===== config.mk =====
export PLATFORM = sky130hd
export DESIGN_NAME = regfile_scoreboard_flat
export DESIGN_NICKNAME = d
export VERILOG_FILES = /design/src/rtl/regfile_scoreboard_if.sv /design/src/rtl/regfile_scoreboard.sv /design/src/flat_wrapper.sv
export SDC_FILE = /design/constraint.sdc
export NUM_CORES = 1
export LEC_CHECK = 0
export CAP_MARGIN = 25
export CELL_PAD_IN_SITES_DETAIL_PLACEMENT = 0
export CELL_PAD_IN_SITES_GLOBAL_PLACEMENT = 2
export CORE_AREA = 4 4 309 432
export CTS_CLUSTER_SIZE = 10
export DETAILED_ROUTE_END_ITERATION = 16
export DIE_AREA = 0 0 313 436
export PLACE_DENSITY_LB_ADDON = 0.1
export SYNTH_ARGS = -nofsm -noshare
export SYNTH_HDL_FRONTEND = slang
export SYNTH_SLANG_ARGS = --single-unit

===== constraint.sdc =====
create_clock -name clk -period 3.3 [get_ports clk]
set_input_delay 0.495 -clock clk [delete_from_list [all_inputs] [get_ports clk]]
set_output_delay 0.495 -clock clk [all_outputs]
set_load 0.02 [all_outputs]

===== src/rtl/regfile_scoreboard_if.sv =====
// Bundle of read, writeback, issue and clear signals between the pipeline and
// the scoreboarded register file.
interface regfile_scoreboard_if #(
  parameter int unsigned REG_WIDTH  = 32,
  parameter int unsigned REG_COUNT  = 32,
  parameter int unsigned READ_PORTS = 2
);
  localparam int unsigned AW = $clog2(REG_COUNT);

  logic [READ_PORTS*AW-1:0]        rs_addr;
  logic [READ_PORTS*REG_WIDTH-1:0] rs_data;
  logic [READ_PORTS-1:0]           rs_pending;
  logic                            wr_en;
  logic [AW-1:0]                   wr_addr;
  logic [REG_WIDTH-1:0]            wr_data;
  logic                            iss_en;
  logic [AW-1:0]                   iss_rd;
  logic                            clr_req;
  logic                            clr_busy;

  modport master (
    output rs_addr, wr_en, wr_addr, wr_data, iss_en, iss_rd, clr_req,
    input  rs_data, rs_pending, clr_busy
  );

  modport slave (
    input  rs_addr, wr_en, wr_addr, wr_data, iss_en, iss_rd, clr_req,
    output rs_data, rs_pending, clr_busy
  );
endinterface


===== src/rtl/regfile_scoreboard.sv =====
// Integer register file with write-first bypass, per-register pending bits and
// a one-entry-per-cycle clear sweep so the storage array needs no reset.
module regfile_scoreboard #(
  parameter int unsigned REG_WIDTH  = 32,
  parameter int unsigned REG_COUNT  = 32,
  parameter int unsigned READ_PORTS = 2
) (
  input logic                 clk,
  input logic                 reset,
  regfile_scoreboard_if.slave bus
);
  localparam int unsigned AW = $clog2(REG_COUNT);

  typedef enum logic {S_CLEAR, S_IDLE} state_e;

  state_e                 state_q, state_d;
  logic [AW-1:0]          clr_idx_q, clr_idx_d;
  logic                   busy_q, busy_d;
  logic [REG_COUNT-1:1]   pend_q, pend_d;
  logic [REG_WIDTH-1:0]   regs [1:REG_COUNT-1];

  logic                   mem_we;
  logic [AW-1:0]          mem_addr;
  logic [REG_WIDTH-1:0]   mem_wdata;

  logic [READ_PORTS*REG_WIDTH-1:0] rd_data;
  logic [READ_PORTS-1:0]           rd_pend;
  logic [AW-1:0]                   ra;

  always_ff @(posedge clk) begin
    if (reset) begin
      state_q   <= S_CLEAR;
      clr_idx_q <= AW'(1);
      busy_q    <= 1'b1;
      pend_q    <= '0;
    end else begin
      state_q   <= state_d;
      clr_idx_q <= clr_idx_d;
      busy_q    <= busy_d;
      pend_q    <= pend_d;
    end
  end

  // The sweep and writeback share a single storage write port; entry 0 is never addressed.
  always_ff @(posedge clk) begin
    if (mem_we) regs[mem_addr] <= mem_wdata;
  end

  always_comb begin
    state_d   = state_q;
    clr_idx_d = clr_idx_q;
    busy_d    = busy_q;
    pend_d    = pend_q;
    mem_we    = 1'b0;
    mem_addr  = bus.wr_addr;
    mem_wdata = bus.wr_data;
    unique case (state_q)
      S_CLEAR: begin
        mem_we    = !reset;
        mem_addr  = clr_idx_q;
        mem_wdata = '0;
        clr_idx_d = clr_idx_q + AW'(1);
        if (clr_idx_q == AW'(REG_COUNT - 1)) begin
          state_d = S_IDLE;
          busy_d  = 1'b0;
        end
      end
      S_IDLE: begin
        if (bus.clr_req) begin
          state_d   = S_CLEAR;
          clr_idx_d = AW'(1);
          busy_d    = 1'b1;
          pend_d    = '0;
        end else begin
          // Issue is applied after the write clear so a new producer wins.
          if (bus.wr_en && (bus.wr_addr != '0)) begin
            mem_we               = !reset;
            pend_d[bus.wr_addr]  = 1'b0;
          end
          if (bus.iss_en && (bus.iss_rd != '0)) pend_d[bus.iss_rd] = 1'b1;
        end
      end
      default: ;
    endcase
  end

  always_comb begin
    rd_data = '0;
    rd_pend = '0;
    ra      = '0;
    for (int unsigned i = 0; i < READ_PORTS; i++) begin
      ra = bus.rs_addr[i*AW +: AW];
      if (busy_q || (ra == '0)) begin
        rd_data[i*REG_WIDTH +: REG_WIDTH] = '0;
        rd_pend[i]                        = 1'b0;
      end else if (bus.wr_en && (bus.wr_addr == ra)) begin
        rd_data[i*REG_WIDTH +: REG_WIDTH] = bus.wr_data;
        rd_pend[i]                        = 1'b0;
      end else begin
        rd_data[i*REG_WIDTH +: REG_WIDTH] = regs[ra];
        rd_pend[i]                        = pend_q[ra];
      end
    end
  end

  assign bus.rs_data    = rd_data;
  assign bus.rs_pending = rd_pend;
  assign bus.clr_busy   = busy_q;
endmodule


===== src/flat_wrapper.sv =====
// flat-port wrapper written by rule: the top's interface ports become plain ports
module regfile_scoreboard_flat 
#(
  parameter int unsigned REG_WIDTH  = 32,
  parameter int unsigned REG_COUNT  = 32,
  parameter int unsigned READ_PORTS = 2
)
  (clk, reset, bus_rs_addr, bus_wr_en, bus_wr_addr, bus_wr_data, bus_iss_en, bus_iss_rd, bus_clr_req, bus_rs_data, bus_rs_pending, bus_clr_busy);
  regfile_scoreboard_if #(.REG_WIDTH(REG_WIDTH), .REG_COUNT(REG_COUNT), .READ_PORTS(READ_PORTS)) bus_i ();
  input logic clk;
  input logic reset;
  input wire logic [$bits(bus_i.rs_addr)-1:0] bus_rs_addr;
  input wire logic [$bits(bus_i.wr_en)-1:0] bus_wr_en;
  input wire logic [$bits(bus_i.wr_addr)-1:0] bus_wr_addr;
  input wire logic [$bits(bus_i.wr_data)-1:0] bus_wr_data;
  input wire logic [$bits(bus_i.iss_en)-1:0] bus_iss_en;
  input wire logic [$bits(bus_i.iss_rd)-1:0] bus_iss_rd;
  input wire logic [$bits(bus_i.clr_req)-1:0] bus_clr_req;
  output wire logic [$bits(bus_i.rs_data)-1:0] bus_rs_data;
  output wire logic [$bits(bus_i.rs_pending)-1:0] bus_rs_pending;
  output wire logic [$bits(bus_i.clr_busy)-1:0] bus_clr_busy;
  assign bus_i.rs_addr = bus_rs_addr;
  assign bus_i.wr_en = bus_wr_en;
  assign bus_i.wr_addr = bus_wr_addr;
  assign bus_i.wr_data = bus_wr_data;
  assign bus_i.iss_en = bus_iss_en;
  assign bus_i.iss_rd = bus_iss_rd;
  assign bus_i.clr_req = bus_clr_req;
  assign bus_rs_data = bus_i.rs_data;
  assign bus_rs_pending = bus_i.rs_pending;
  assign bus_clr_busy = bus_i.clr_busy;
  regfile_scoreboard #(.REG_WIDTH(REG_WIDTH), .REG_COUNT(REG_COUNT), .READ_PORTS(READ_PORTS)) u_core (.clk(clk), .reset(reset), .bus(bus_i));
endmodule

# After elaboration in Yosys (flattened, before gate mapping)
# Memories as Yosys holds them, arrays and structs flattened.
# Index checks and enable logic that the tools add are counted.
# op_classes
mux	36
reduce_logical	14
n_eq_ne	5
bitwise_logic	4
order_cmp	6
add_sub_neg	1
# op_table
op	count
2-to-1 mux 32 bit	5
2-to-1 mux 31 bit	5
AND 31 bit	1
NOT 31 bit	1
bitwise OR 31 bit	1
< comparator 5 x 6 -> 1 bit (second input constant)	4
2-to-1 mux 1 bit	16
binary-select mux 1 bit (select 5 bit)	2
demux 1 bit (select 5 bit)	2
== test 5 bit	2
>= comparator 5 x 1 -> 1 bit (second input constant)	2
logical NOT 5 bit	2
2-to-1 mux 5 bit	2
case mux 5 bit (2 select lines)	1
nonzero test 5 bit	2
logical AND 1 bit	6
case mux 1 bit (2 select lines)	3
adder 5 x 1 -> 5 bit (second input constant)	1
== test 5 bit (second input constant)	1
logical OR 1 bit	2
inequality test 2 x 1 -> 1 bit (second input constant)	1
inequality test 2 bit (second input constant)	1
AND reduction 2 bit	1
logical NOT 1 bit	1
NOT 1 bit	1
# totals
in_bits	57
mem_count	1
regBits	38
word_cells	71
out_inout_bits	67
ram_bits	992
# mem_list
name	words	width	read_ports	rd_clocked_by_memory_dff	write_ports	line_no	source
u_core.regs	31	32	2	0	1	regfile_scoreboard.sv:20	logic [REG_WIDTH-1:0] regs [1:REG_COUNT-1];

# Longest topological paths before layout
# Gate-level depths: netlist (run 1).
# logic_depth
word_depth	12
mapped_depth	11
depth_no_buf	6

# Least setup slack after synthesis (run 1)
# Ideal clock, no wire load.
# synth_timing
kind	input port to flip-flop
startpoint	input port reset
endpoint	memory u_core.regs[11][0], enable pin
n_path_buf	2
setup_ns	0.421
required_time_ns	2.879
setup_slack_ns	-0.016
arrival_ns	2.895
path_stages	5
path_cell_list	clkbuf_1 a21oi_1 clkbuf_1 o21ai_1 nor2_1
# synth_between
elab_chain_cells	6
# synth_lines
element	line_no	source
start: declaration	flat_wrapper.sv:11	input logic reset;
logical NOT 1 bit (*)	regfile_scoreboard.sv:59, regfile_scoreboard.sv:77	
2-to-1 mux 1 bit	regfile_scoreboard.sv:76	if (bus.wr_en && (bus.wr_addr != '0)) begin
2-to-1 mux 1 bit	regfile_scoreboard.sv:69	if (bus.clr_req) begin
case mux 1 bit (2 select lines) (*)	regfile_scoreboard.sv:57	unique case (state_q)
2-to-1 mux 1 bit (*)	regfile_scoreboard.sv:46	if (mem_we) regs[mem_addr] <= mem_wdata;
2-to-1 mux 1 bit (not written as such) (*)	regfile_scoreboard.sv:46	
end: declaration	regfile_scoreboard.sv:20	
# Every way passes the cells marked *; elsewhere a longest branch is shown, timed or not.

# Final worst setup path (run 1)
# layout_timing
startpoint	input port bus_rs_addr[5]
endpoint	output port bus_rs_data[41]
# layout_between
elab_chain_cells	4
word_cells_on_any_way	7
cone_classes	eq/ne (1); mux (2); reduce/logical (3); memory (1)
# layout_lines
element	line_no	source
start: declaration	flat_wrapper.sv:12	input wire logic [$bits(bus_i.rs_addr)-1:0] bus_rs_addr;
parallel branches: the longest is 3 deep, another holds memory read (31 x 32 bit)	n/a	
2-to-1 mux 32 bit (*)	regfile_scoreboard.sv:93	if (busy_q || (ra == '0)) begin
end: declaration	flat_wrapper.sv:19	output wire logic [$bits(bus_i.rs_data)-1:0] bus_rs_data;
# Every way passes the cells marked *.

==> flow_summary_export.csv, run 1 <==
group,metric,value,unit
cts,clk_latency,750,ps
worst_setup_path,rr_worst_depth,5,
synthesis,synth-compound-area-share,6.643,%
die,die_x,313,um
sta,max_slew.worst_pin.slew,1076,ps
power,ir_drop,0.0004443,V
synthesis,syn_inst,2811,
synthesis,synth_warnings,0,
worst_setup_path,worstPathArrival,2790,ps
place,gp_congestion,0.8415,
global_route,grt_pass1_vias,33240,
sta,finalSetupViolations,0,
synthesis,synth_ff_type,"edfxtp_1",
route,drc,0,
layout,final_cell_mix,"edfxtp_1, mux4_2, buf_4",
synthesis,ys_seq_area_share,62.48,%
cts,cts_made_buffers,117,
power,powerDensity,474.6,nW/um^2
die,fp.dieArea,136500,sq um
worst_hold_path,hold_depth,3,
cts,clockRootBuffer,"clkbuf_16",
sta,finalCritPeriodShare,99.43,%
worst_hold_path,hold_path_class,"in2reg",
synthesis,synth-simple-area-share,4.012,%
route,totalWireLength,192.7,mm
layout,finalNonFillerCells,5019,
die,num_io_pins,124,
cts,htreeDepth,3,
route,ant_nets,0,
sta,max_slew_margin,28.24,%
worst_setup_path,crit_start,"bus_rs_addr[5]",
layout,layout-drive-gt1-share,36.54,%
sta,timing.fmax,304.8,MHz
run_status,status,"finished clean",
place,place_inst,4852,
place,dpl.hpwl,122.5,mm
layout,nNetsFinal,3307,
route,dr_total_vias,31920,
synthesis,synth-async-reset-ratio,0,%
worst_setup_path,crit_fanout,12,
worst_setup_path,end_kind,"primary output",
synthesis,synth_seq_cells,1030,
layout,n_antenna_cell,0,
layout,syn_to_final_growth,22.50,%
synthesis,yosys.area_share.xor_xnor,0.2149,%
worst_setup_path,startpoint_type,"input port",
cts,cts_hold_buf,0,
global_route,globalRouteOverflowTotal,0,
layout,post-route-util,46.36,%
route,drt_pass1_iterations,5,
synthesis,synth_top_family_by_area,"multiplexers",
layout,final_common_cell,"edfxtp_1",
power,p_leak,19.40,nW
worst_setup_path,r2r-start,"u_core.state_q",
layout,stdcell_area,59900,sq um
place,io_buffers,123,
synthesis,ys_types,54,
synthesis,syn_nets,2870,
sta,fin_skew,25.10,ps
global_route,grt_pass1_wl,265.2,mm
sta,finalHoldViolations,0,
cts,clkTransAtPathRegs,50,ps
route,routedWlPerCell,38.40,um
die,rows,156,
synthesis,synth_area,48900,sq um
sta,layout_min_cycle_time,3281,ps
place,place_area,56230,sq um
die,die_h,436,um
synthesis,avgSynthCellArea,17.40,sq um
global_route,grt_max_degree,32,
sta,finalMaxSlewViolations,0,
sta,rsz0062_at_grt,"yes",
cts,clock_path_buffers,3,
worst_setup_path,critPathRequiredTime,2800,ps
global_route,grt_usage,27.83,%
worst_setup_path,path_class,"in2out",
route,vias_per_cell,6.360,
power,power,28.43,mW
cts,cts_tree,"built",
worst_hold_path,min_from,"reset",
die,coreArea,129200,sq um
synthesis,synthAdderAreaFrac,0.05118,%
job,maxCapViolCount,0,
route,drtIter0Drc,3319,
layout,num-fill-cells,11160,
synthesis,synth-edff-count,992,
sta,worst_slack,18.88,ps
cts,numClockSinks,1030,
synthesis,synth_mux_area_share,24.30,%
die,start_util,37.84,%
place,dp_slack,-586.4,ps
global_route,antenna_found_initial,3,
==> layout make-up <==
| cell class | count | area [sq um] | share of cell area [%] |
|---|---|---|---|
| sequential | 1030 | 30550 | 51.00 |
| multi-input combinational | 1535 | 17700 | 29.54 |
| timing repair buffer | 560 | 6255 | 10.44 |
| clock buffer | 132 | 3005 | 5.017 |
| tap | 1738 | 2175 | 3.630 |
| clock inverter | 20 | 203.9 | 0.3405 |
| inverter | 4 | 15.01 | 0.02507 |
==> sequential cells by signal, summed over array words and instances (netlist names) <==
register,cells
u_core.bus.clr_busy,1
u_core.clr_idx_q,5
u_core.pend_q,31
u_core.regs,992
u_core.state_q,1
==> routing by layer <==
metal	GRT usage, %	vias up	routed length [um]
li1	-	12730	-
met1	35.17	17250	73810
met4	8.419	4	5925
met3	4.569	320	13860
met2	49.16	1615	99050
met5	0.3196	-	86
==> power by group <==
| part | internal [mW] | total, mW | switching [mW] |
|---|---|---|---|
| clock | 6.51 | 11.7 | 5.15 |
| combinational | 1.12 | 2.50 | 1.38 |
| sequential | 14.2 | 14.3 | 0.0465 |
==> synthesized netlist by cell type (3+ instances only) <==
library cell | number | share of area (%)
nand3b_1 | 6 | 0.092
nand4_1 | 13 | 0.17
and2_1 | 37 | 0.47
o221ai_1 | 22 | 0.39
a221o_1 | 24 | 0.49
buf_6 | 7 | 0.16
o211ai_1 | 28 | 0.43
buf_2 | 71 | 0.73
and3_1 | 5 | 0.064
o21ai_0 | 47 | 0.48
nand3_1 | 51 | 0.52
mux2_2 | 61 | 1.4
nor2b_1 | 17 | 0.22
a22oi_1 | 30 | 0.46
a22o_1 | 31 | 0.56
a32o_1 | 43 | 0.88
mux2i_1 | 198 | 4.1
a211oi_1 | 87 | 1.3
edfxtp_1 | 992 | 61
o2111ai_1 | 8 | 0.14
buf_1 | 14 | 0.11
buf_4 | 17 | 0.26
dfxtp_1 | 38 | 1.6
o22ai_1 | 33 | 0.42
clkbuf_1 | 133 | 1.0
xor2_1 | 3 | 0.054
mux4_2 | 409 | 19
a21oi_1 | 41 | 0.42
nor2_1 | 115 | 0.88
nand2_1 | 117 | 0.90
a221oi_1 | 23 | 0.41
inv_1 | 4 | 0.031
nor3_1 | 41 | 0.42
xnor2_1 | 9 | 0.16
nand2b_1 | 9 | 0.12
==> per-stage QoR <==
step           hold slack [ps]  TNS (ps)
6_report                 463.3         0
5_1_grt                  472.2    -3.732
4_1_cts                  419.3    -75.71
3_5_place_dp             521.2    -17050
3_3_place_gp             510.8    -18680
2_1_floorplan            474.9     -3457
==> cells by family (layout without fill, tap and decap cells) <==
| group | after synthesis | in the layout |
|---|---|---|
| fa+ha+maj | 2 | 2 |
| mux | 668 | 668 |
| simple gates | 422 | 422 |
| xor+xnor | 12 | 12 |
| compound gates | 431 | 431 |
| flops | 1030 | 1030 |
| buf+inv | 246 | 716 |
==> critical path: stages <==
cell     delay [ps]
buf_16          200
buf_16          180
buf_4           170
buf_4           220
mux4_2          520
a22oi_1         190
nand4_1         220
a32o_2          370
buf_6           150
==> path summary, 6_finish.rpt <==
path              slack, ps                   to
setup / recovery         20      bus_rs_data[41]
setup reg to reg        400  u_core.regs[22][27]
hold / removal          460  u_core.clr_idx_q[0]
hold reg to reg         530    u_core.pend_q[24]
==> timing repair <==
action,4_1_cts,5_1_grt
gates resized for setup,209,37
setup buffers,10,4
pin swaps,17,15
setup endpoints to repair,62,30
hold endpoints to repair,0,0
gates cloned,4,1
No activity file was read; power rests on OpenSTA's default activity.
==> inputs of run 2 (changes only) <==
GPL_TIMING_DRIVEN = 1   (was not set)
==> results of run 2 <==
The final DEF is identical to that of run 1; final timing and power are the same.
==> inputs of run 3 (changes only) <==
CORE_AREA = 4 4 291 407   (was 4 4 309 432)
DIE_AREA = 0 0 295 411   (was 0 0 313 436)
==> flow_summary_export.csv, run 3 (synthesized netlist as in run 1, its figures left out) <==
group,metric,value,unit
layout,syn_to_final_growth,22.10,%
global_route,grt_usage,30.24,%
sta,hold_slack,439.6,ps
worst_setup_path,path_cells,"clkdlybuf4s50_1, xnor2_1, nand4_1, o21bai_4, buf_12, clkbuf_8, nor3_1, a22o_2, dlygate4sd2_1",
cts,clk_latency,710,ps
global_route,grt_pass1_wl,256.3,mm
sta,timing.fmax,305.5,MHz
route,dr_total_vias,32240,
worst_setup_path,critical-path-top-delay-family,"buffers and inverters",
layout,top_register,"u_core.regs",
cts,numClockSinks,1030,
worst_setup_path,critPathRequiredTime,2800,ps
cts,clockRootBuffer,"clkbuf_16",
power,p_seq_share,50.6,%
power,switchingPower,6.483,mW
place,place_area,56030,sq um
worst_setup_path,slowest_delay,530,ps
cts,cts_hold_buf,0,
global_route,gr-usage-met2,51.53,%
place,dpl.hpwl,120.1,mm
worst_setup_path,worst-path-buf-inv,4,
global_route,grt_use_met1,39.27,%
power,p_int,21.73,mW
global_route,globalRouteOverflowTotal,0,
global_route,grt_use_met3,4.032,%
layout,finalNonFillerCells,4794,
sta,finalMaxSlewViolations,0,
cts,clkTransAtPathRegs,70,ps
layout,post-route-util,52.10,%
worst_setup_path,worstPathArrival,2780,ps
route,vias_per_cell,6.725,
power,p_sw_share,22.98,%
cts,clock_path_buffers,3,
cts,cts_made_buffers,115,
route,drt_pass1_iterations,5,
sta,layout_min_cycle_time,3273,ps
route,drtIter0Drc,3723,
layout,stdcell_area,59700,sq um
layout,largest_register_ff_count,992,
job,maxCapViolCount,0,
power,p_comb_share,9.2,%
route,totalWireLength,185.4,mm
layout,final_common_cell,"edfxtp_1",
power,p_leak,19.37,nW
power,clockPowerShare,40.2,%
layout,nNetsFinal,3323,
sta,finalCritPeriodShare,99.19,%
worst_setup_path,crit_fanout,6,
sta,finalSetupViolations,0,
place,place_inst,4620,
die,start_util,42.67,%
cts,cts_tree,"built",
die,num_io_pins,124,
layout,top_regs,"u_core.regs (992), u_core.pend_q (31), u_core.clr_idx_q (5)",
power,ir_drop,0.0004207,V
layout,layout-drive-gt1-share,36.44,%
route,routedWlPerCell,38.68,um
sta,worst_slack,26.67,ps
sta,finalHoldViolations,0,
die,coreArea,114600,sq um
die,die_h,411,um
worst_hold_path,hold_path_class,"in2reg",
place,io_buffers,123,
layout,num-fill-cells,9343,
global_route,antenna_found_initial,7,
run_status,status,"finished clean",
die,rows,147,
worst_setup_path,end_kind,"primary output",
global_route,busiest_layer,"met2",
global_route,grt_max_degree,32,
sta,max_slew_margin,27.45,%
power,powerDensity,472.5,nW/um^2
global_route,grt_pass1_vias,33160,
place,gp_congestion,0.8778,
die,die_x,295,um
route,ant_nets,0,
die,fp.dieArea,121200,sq um
layout,multi_input_area,17770,sq um
cts,htreeDepth,3,
route,drc,0,
sta,rsz0062_at_grt,"yes",
worst_setup_path,startpoint_type,"input port",
worst_setup_path,path_class,"in2out",
sta,max_slew.worst_pin.slew,1088,ps
place,dp_slack,-594.6,ps
layout,regArea,30550,sq um
layout,final_cell_mix,"edfxtp_1, mux4_2, buf_4",
sta,fin_skew,11.93,ps
worst_setup_path,crit_path_top_delay_cell,"clkdlybuf4s50_1",
## run 3: cell count changes in the layout (fill, tap and decap cells not counted), moves of 6 or more
cell / previous run / this run
a32o_1: 21 / 34
a32o_2: 22 / 9
clkbuf_1: 14 / 27
a211oi_1: 85 / 75
buf_4: 316 / 325
o22ai_1: 33 / 25
o22ai_2: 0 / 7
a211oi_2: 2 / 8
clkbuf_2: 4 / 10
## run 3: power groups by stage
stage | clock network [mW] | registers (mW) | logic [mW]
finish | 11.3 | 14.3 | 2.59
CTS | 11.5 | 14.3 | 2.55
detailed placement | 0 | 14.5 | 2.49
global route | 12.0 | 14.3 | 2.69
global placement | 0 | 14.5 | 2.49
floorplan | 0 | 14.5 | 1.32
## run 3: timing repair
item | CTS | global route
gates cloned | 2 | 2
endpoints found under the setup margin | 60 | 22
pin swaps | 13 | 10
gates resized for setup | 169 | 51
setup buffers | 4 | 9
## run 3: layout make-up
type	instances	area share, %
antenna	3	0.01257
sequential	1030	51.17
timing repair buffer	578	10.69
multi-input combinational	1535	29.76
tap	1490	3.123
clock buffer	144	5.074
clock inverter	10	0.1404
inverter	4	0.02515
## run 3: worst paths after layout
kind,from,end,slack [ps],depth (start not counted)
worst max-delay path,bus_wr_addr[1],bus_rs_data[24],30,9
worst min-delay path,bus_wr_addr[0],u_core.pend_q[3],440,5
worst max register to register,u_core.state_q,u_core.regs[25][13],690,3
worst min register to register,u_core.pend_q[13],u_core.pend_q[13],530,2
## run 3: metrics by stage
| step | total power [mW] | TNS, ps |
|---|---|---|
| detailed placement | 17.03 | -11210 |
| global route | 29.00 | -93.24 |
| CTS | 28.34 | -42.42 |
| floorplan | 15.85 | -3457 |
| global placement | 17.02 | -11630 |
| finish | 28.21 | 0 |
## run 3: per-layer routing
layer  wire (um)  vias to the layer above
met3       13550                      348
met2       92960                     1679
met4        8017                        2
met5          16                        -
met1       70900                    17440
li1            -                    12770
## run 3: worst reg2reg max path: stages (launching register included)
cell     delay (ps)
dfxtp_2         420
buf_4           250
buf_4           570
and2_1         1010
